==> src/rtl/hazard_scoreboard.sv <==
`default_nettype none
// ============================================================================
// Module   : hazard_scoreboard
// Purpose  : D-stage scoreboard of in-flight destinations with Tnew/Tuse
//            forwarding select, global stall and MDU busy tracking.
// Revision : 1.0 - initial release
// ============================================================================
module hazard_scoreboard #(
    parameter int NUM_RD   = 2,
    parameter int DEPTH    = 3,
    parameter int TW       = 2,
    parameter int MULT_LAT = 5,
    parameter int DIV_LAT  = 10,
    parameter int SW       = 2
) (
    input  logic                 clk,
    input  logic                 reset,
    input  logic                 d_valid,
    input  logic [NUM_RD*5-1:0]  d_rs,
    input  logic [NUM_RD*TW-1:0] d_tuse,
    input  logic [4:0]           d_wdst,
    input  logic [TW-1:0]        d_tnew,
    input  logic                 d_md_start,
    input  logic                 d_md_div,
    input  logic                 d_md_use,
    output logic                 stall,
    output logic [NUM_RD*SW-1:0] fwd_sel,
    output logic [NUM_RD-1:0]    fwd_rdy,
    output logic                 md_busy
);

    localparam int c_md_max = (MULT_LAT > DIV_LAT) ? MULT_LAT : DIV_LAT;
    localparam int c_md_w   = $clog2(c_md_max + 1);
    localparam logic [c_md_w-1:0] c_mult_lat = c_md_w'(MULT_LAT);
    localparam logic [c_md_w-1:0] c_div_lat  = c_md_w'(DIV_LAT);

    // Index 0 holds stage 1 (E); index DEPTH-1 holds the oldest tracked stage.
    logic [DEPTH-1:0]  v_q, v_d;
    logic [4:0]        dst_q  [DEPTH];
    logic [4:0]        dst_d  [DEPTH];
    logic [TW-1:0]     tnew_q [DEPTH];
    logic [TW-1:0]     tnew_d [DEPTH];
    logic [c_md_w-1:0] md_cnt_q, md_cnt_d;

    logic [NUM_RD-1:0] w_port_haz;
    logic              w_md_haz;

    // Scan oldest to youngest so the youngest matching writer overrides.
    always_comb begin
        fwd_sel    = '0;
        fwd_rdy    = '0;
        w_port_haz = '0;
        for (int p = 0; p < NUM_RD; p++) begin
            for (int k = DEPTH - 1; k >= 0; k--) begin
                if (v_q[k] && (d_rs[5*p +: 5] != 5'd0) && (d_rs[5*p +: 5] == dst_q[k])) begin
                    fwd_sel[SW*p +: SW] = SW'(k + 1);
                    fwd_rdy[p]          = (tnew_q[k] == '0);
                    w_port_haz[p]       = (tnew_q[k] > d_tuse[TW*p +: TW]);
                end
            end
        end
    end

    assign md_busy  = (md_cnt_q != '0);
    assign w_md_haz = d_valid && d_md_use && md_busy;
    assign stall    = (|w_port_haz) || w_md_haz;

    always_comb begin
        v_d       = '0;
        dst_d[0]  = '0;
        tnew_d[0] = '0;
        md_cnt_d  = md_cnt_q;
        for (int k = 1; k < DEPTH; k++) begin
            dst_d[k]  = '0;
            tnew_d[k] = '0;
        end

        // A stalled D instruction is replaced by a bubble entering E.
        if (!stall) begin
            v_d[0]    = d_valid && (d_wdst != 5'd0);
            dst_d[0]  = d_wdst;
            tnew_d[0] = d_tnew;
        end

        for (int k = 1; k < DEPTH; k++) begin
            v_d[k]    = v_q[k-1];
            dst_d[k]  = dst_q[k-1];
            tnew_d[k] = (tnew_q[k-1] == '0) ? '0 : tnew_q[k-1] - TW'(1);
        end

        if (d_valid && d_md_start && !stall) begin
            md_cnt_d = d_md_div ? c_div_lat : c_mult_lat;
        end else if (md_cnt_q != '0) begin
            md_cnt_d = md_cnt_q - c_md_w'(1);
        end
    end

    always_ff @(posedge clk) begin
        if (reset) begin
            v_q      <= '0;
            md_cnt_q <= '0;
            for (int k = 0; k < DEPTH; k++) begin
                dst_q[k]  <= '0;
                tnew_q[k] <= '0;
            end
        end else begin
            v_q      <= v_d;
            md_cnt_q <= md_cnt_d;
            for (int k = 0; k < DEPTH; k++) begin
                dst_q[k]  <= dst_d[k];
                tnew_q[k] <= tnew_d[k];
            end
        end
    end

endmodule
`default_nettype wire
==> config.mk <==
export PLATFORM = sky130hd
export DESIGN_NAME = hazard_scoreboard
export DESIGN_NICKNAME = d
export VERILOG_FILES = /design/src/rtl/hazard_scoreboard.sv
export SDC_FILE = /design/constraint.sdc
export NUM_CORES = 1
export LEC_CHECK = 0
export CAP_MARGIN = 25
export CORE_UTILIZATION = 42
export DETAILED_ROUTE_END_ITERATION = 10
export GPL_TIMING_DRIVEN = 1
export PLACE_DENSITY_LB_ADDON = 0.25
export SLEW_MARGIN = 5
export SYNTH_ARGS = -nofsm -noshare
export SYNTH_HDL_FRONTEND = slang
export SYNTH_SLANG_ARGS = --single-unit
==> constraint.sdc <==
create_clock -name clk -period 2.16 [get_ports clk]
set_input_delay 0.216 -clock clk [delete_from_list [all_inputs] [get_ports clk]]
set_output_delay 0.216 -clock clk [all_outputs]
set_load 0.02 [all_outputs]
Word level (Yosys, flattened, before mapping)
Memories as Yosys holds them, arrays and structs flattened.
Cells that the tools add are included.
- bitwise logic cells: 6
- equal/unequal tests: 6
- reduce and logical (&&, ||, !) cells: 29
- divide/modulo/power cells: 0
- add/subtract/negate cells: 3
- multipliers: 0
- mux-type cells: 34
- shift-type cells: 0
- magnitude comparators: 6
- operators with widths (operator ; count):
    5-bit == test ; 6
    2-bit 2-to-1 mux ; 12
    5-bit 2-to-1 mux ; 4
    1-bit logical AND ; 17
    1-bit 2-to-1 mux ; 15
    5-bit nonzero test ; 3
    2-bit greater-than comparator ; 6
    4-bit 2-to-1 mux ; 3
    2-bit logical NOT ; 3
    1-bit bitwise OR ; 6
    4-bit nonzero test ; 1
    2-bit OR reduction ; 2
    2-bit by 1-bit subtractor with 2-bit output (second input constant) ; 2
    4-bit by 1-bit subtractor with 4-bit output (second input constant) ; 1
    2-bit nonzero test ; 1
    1-bit logical NOT ; 1
    1-bit logical OR ; 1
- flip-flop bits (word level): 7
- output and inout bits: 8
- bits in latches: 0
- input bits: 27
- memories kept: 2
- logic and storage cells: 89
- memory bits (read-only): 0
- RAM bits: 21
- memory list (name ; depth ; bits a word ; read ports ; clocked after memory_dff ; write ports ; RTL line ; RTL):
    dst_q ; 3 ; 5 ; 3 ; 0 ; 3 ; 39 ; logic [4:0] dst_q [DEPTH];
    tnew_q ; 3 ; 2 ; 3 ; 0 ; 3 ; 41 ; logic [TW-1:0] tnew_q [DEPTH];

Longest topological paths before layout
- depth after elaboration: 11
- mapped depth: 9
- gate-level depth less buffers: 9

Least setup slack after synthesis
OpenSTA, ideal clock, no wires.
- path type: input -> register
- start: input port d_rs[6]
- end: register md_cnt_q[0]
- path buffers: 0
- setup time: 0.121 ns
- required time: 2.039 ns
- data arrival time: 2.149 ns
- stages: 7
- path slack: -0.110 ns
- cells stage by stage: or4_4 -> o211a_1 -> a211oi_2 -> a221oi_2 -> o2111ai_2 -> nor2_1 -> mux2_2
- word-level cells in the longest chain between the ends: 11
- elaborated cells between the ends (all ways): 19
- classes of those cells: eq/ne: 3; mux: 4; reduce/logical: 12
- RTL lines (item ; RTL line ; RTL):
    start: declaration ; 19 ; input logic [NUM_RD*5-1:0] d_rs,
    5-bit nonzero test ; 55 ; if (v_q[k] && (d_rs[5*p +: 5] != 5'd0) && (d_rs[5*p +: 5] == dst_q[k])) begin
    1-bit logical AND (2 in series) ; 55 ;
    1-bit 2-to-1 mux (2 in series) ; 55 ;
    1-bit 2-to-1 mux (*) ; 55 ;
    2-bit OR reduction (*) ; 66 ; assign stall = (|w_port_haz) || w_md_haz;
    1-bit logical OR (*) ; 66 ;
    net stall ; 26 ; output logic stall,
    1-bit logical NOT (*) ; 91 ; if (d_valid && d_md_start && !stall) begin
    1-bit logical AND (*) ; 91 ;
    4-bit 2-to-1 mux or 2-bit nonzero test (tied branches) ; -- ;
    end signal: assignment ; 108 ; md_cnt_q <= md_cnt_d;
    end: declaration ; 43 ; logic [c_md_w-1:0] md_cnt_q, md_cnt_d;
The timed path passes the listed nets; every way through them passes the cells marked *.
A chain may end at the register's enable or synchronous reset.

==> results.py <==
metrics = {
    "cts": {
        "cts.clk_slew.worst_paths_ns": 0.10,
        "tritoncts": "done",
        "clk_latency_ns": 0.28,
        "cts_made_buffers": 3,
        "cts_sinks": 28,
        "root_buffer": "clkbuf_8",
        "cts_max_level": 1,
        "clk_path_buf_depth": 2,
    },
    "synthesis": {
        "netlist_top_cells_area": "dfxtp_1 32%, xnor2_1 12%, ha_1 11%",
        "yosysUniqueCellTypes": 41,
        "synthCells": 192,
        "synth_edf_count": 0,
        "syn-mean-instance-area_um2": 9.143,
        "synth_seq_cells": 28,
        "yosysSeqAreaShare_pct": 31.93,
        "yosysTopAreaCellShare_pct": 31.93,
        "synthArstFlopShare_pct": 0,
        "yosysWarnings": 0,
        "synth_nets": 235,
        "synth_area_um2": 1755,
        "synth_flop_cell": "dfxtp_1",
        "yosys.area.top_type": "dfxtp_1",
    },
    "run_status": {
        "violations": "setup timing",
        "status": "complete, but fails checks",
    },
    "route": {
        "ant_nets": 0,
        "num_vias": 1546,
        "drc": 0,
        "dr.pass1.iters": 4,
        "drt_wl_total_um": 4145,
        "via_per_inst": 4.831,
        "avgRoutedWirePerCell_um": 12.95,
        "drt_iter0_markers": 53,
    },
    "placement": {
        "portBuffers": 34,
        "gp_congestion": 0.8270,
        "placed_cell_area_um2": 2400,
        "hpwl_um": 3123,
    },
    "cells_and_area": {
        "regArea_um2": 566.8,
        "fill_cells": 312,
        "multi_input_area_um2": 1246,
        "finalNetCount": 314,
        "n_antenna_cell": 0,
        "area_growth_pct": 51.82,
        "postLayoutCellArea_um2": 2665,
        "drive_gt1_share_pct": 35.19,
    },
    "timing": {
        "fmax_mhz": 436.3,
        "skew_ns": 0.008116,
        "finalCritPeriodShare_pct": 106.1,
        "maxSlewViolCount": 0,
        "setup_violations": 8,
        "min_period_ns": 2.292,
        "timing.slew.headroom_pct": 74.78,
        "worst_pin_slew_ns": 0.3771,
        "layout_setup_ws_ns": -0.1321,
        "finalHoldViolations": 0,
        "rsz0062_at_grt": "yes",
    },
    "global_route": {
        "grtUsageTotal_pct": 19.96,
        "grt_overflow_total": 0,
        "antenna_found_initial": 0,
        "grt_pass1_vias": 1413,
        "grt_pass1_wl_um": 6534,
        "grt_max_degree": 17,
    },
    "power": {
        "pwr-share-seq_pct": 35.2,
        "clkPwrFrac_pct": 22.9,
        "total_power_mw": 1.829,
        "p_sw_mw": 0.5710,
        "swShare_pct": 31.21,
        "leakagePower_nw": 1.162,
        "combPwrFrac_pct": 41.9,
        "p_int_mw": 1.258,
        "worst_ir_drop_vdd_v": 0.0004943,
        "powerDensity_nw_per_um2": 686.3,
    },
    "setup_path": {
        "worstSetupStartpointType": "flip-flop",
        "worst-setup-path-type": "flip-flop to flip-flop",
        "crit_path_end_kind": "flip-flop",
        "crit_arrival_ns": 2.49,
        "cp_data_required_time_ns": 2.36,
        "crit_fanout": 3,
    },
    "floorplanning": {
        "coreArea_um2": 4000,
        "start_util_pct": 43.88,
        "fp.dieW_um": 66.65,
        "num_rows": 23,
        "die_y_um": 66.65,
        "io_pins": 35,
        "die_area_um2": 4442,
    },
    "flow_run": {
        "maxCapViolations": 0,
    },
    "min_path": {
        "hp-class": "flip-flop to flip-flop",
    },
}
cell usage after synthesis (2+ instances only):
library cell,n
dfxtp_1,28
xnor2_1,24
ha_1,16
inv_1,16
nor2b_1,14
a21oi_1,12
nor2_1,11
xor2_1,8
and2_1,7
nand2_1,6
nand4_1,6
nor3_1,6
o21ai_0,3
or4_1,3
clkbuf_1,2
mux2_2,2
o211ai_2,2
o31ai_1,2
or3_1,2
cells in the final DEF, fill, tap and decap left out, drive strengths merged, types with 2 or more instances in the layout:
| master | instances |
|---|---|
| buf | 53 |
| dfxtp | 28 |
| xnor2 | 24 |
| clkdlybuf4s50 | 17 |
| ha | 16 |
| inv | 16 |
| nor2b | 14 |
| a21oi | 12 |
| nor2 | 11 |
| xor2 | 8 |
| and2 | 7 |
| nand4 | 6 |
| nand2 | 6 |
| nor3 | 6 |
| dlygate4sd2 | 6 |
| clkbuf | 5 |
| or4 | 4 |
| o21ai | 3 |
| nor4 | 2 |
| o211ai | 2 |
| mux2 | 2 |
| or3 | 2 |
| o31ai | 2 |
path summary, 6_finish.rpt:
check                                   from      endpoint  slack (ns)  depth (start not counted)
worst max-delay path             dst_q[0][4]   md_cnt_q[3]       -0.13                          9
worst min-delay path            tnew_q[0][2]  tnew_q[0][4]        0.43                          1
worst max register to register   dst_q[0][4]   md_cnt_q[3]       -0.13                          9
worst min register to register  tnew_q[0][2]  tnew_q[0][4]        0.43                          1
final cells by class:
cell class	instances	area share, %
repair buffers	78	24.69
well taps	50	2.347
multi-input cells	144	46.76
clock inverters	1	1.127
flip-flops and latches	28	21.27
inverters	16	2.254
clock buffers	3	1.549
worst max-delay path, cell delays in order (launching register included):
cell       delay (ns)
dfxtp_2          0.34
buf_6            0.11
xnor2_2          0.10
nand4_1          0.19
nor4_4           0.36
and2b_2          0.23
o2111ai_4        0.15
buf_6            0.15
or4b_4           0.49
o31ai_1          0.08
layer usage:
layer  track usage (%)  vias to the layer above  share of wire (%)
li1                  -                      819                  -
met1             26.72                      702                 47
met2             32.32                       21                 49
met3             2.740                        4                3.1
met4             7.181                        0                1.2
met5                 0                        -                  0
per-stage QoR:
| step | TNS (ns) | hold slack, ns | utilization, % | setup slack [ns] | instances |
|---|---|---|---|---|---|
| 2_1_floorplan | -0.4458 | 0.3377 | - | -0.09493 | 192 |
| 5_1_grt | -1.909 | 0.4440 | 66.63 | -0.2418 | 320 |
| 6_report | -0.5098 | 0.4285 | 66.63 | -0.1321 | 320 |
| 3_5_place_dp | -12.01 | 0.4148 | 59.99 | -0.8115 | 307 |
| 4_1_cts | -0.4799 | 0.4309 | 63.25 | -0.1313 | 316 |
| 3_3_place_gp | -11.13 | 0.4223 | 59.99 | -0.7626 | 307 |
power by group through the flow:
stage	Clock (mW)	Sequential, mW	Combinational, mW
finish	0.418	0.644	0.767
global route	0.445	0.652	0.842
CTS	0.423	0.640	0.692
detailed placement	0	0.652	0.682
global placement	0	0.650	0.672
floorplan	0	0.641	0.417
cell families after synthesis:
| group | after synthesis | synth area share (%) |
|---|---|---|
| simple gates | 65 | 22.45 |
| xor+xnor | 32 | 15.97 |
| compound gates | 29 | 12.19 |
| flops | 28 | 31.93 |
| buf+inv | 20 | 4.775 |
| fa+ha+maj | 16 | 11.40 |
| mux | 2 | 1.283 |
flip-flops by register name (all words and copies together), names as in the netlist:
register  flops
tnew_q        6
v_q           3
dst_q        15
md_cnt_q      4
timing repair:
action                                  in CTS  in global routing
gates resized for setup                     65                 31
hold buffers                                 0                  0
gates cloned                                 0                  0
endpoints found under the setup margin      19                 20
setup buffers                                5                  4
pin swaps                                   13                 13
endpoints found under the hold margin        0                  0
Power figures use the tool's default switching activity.
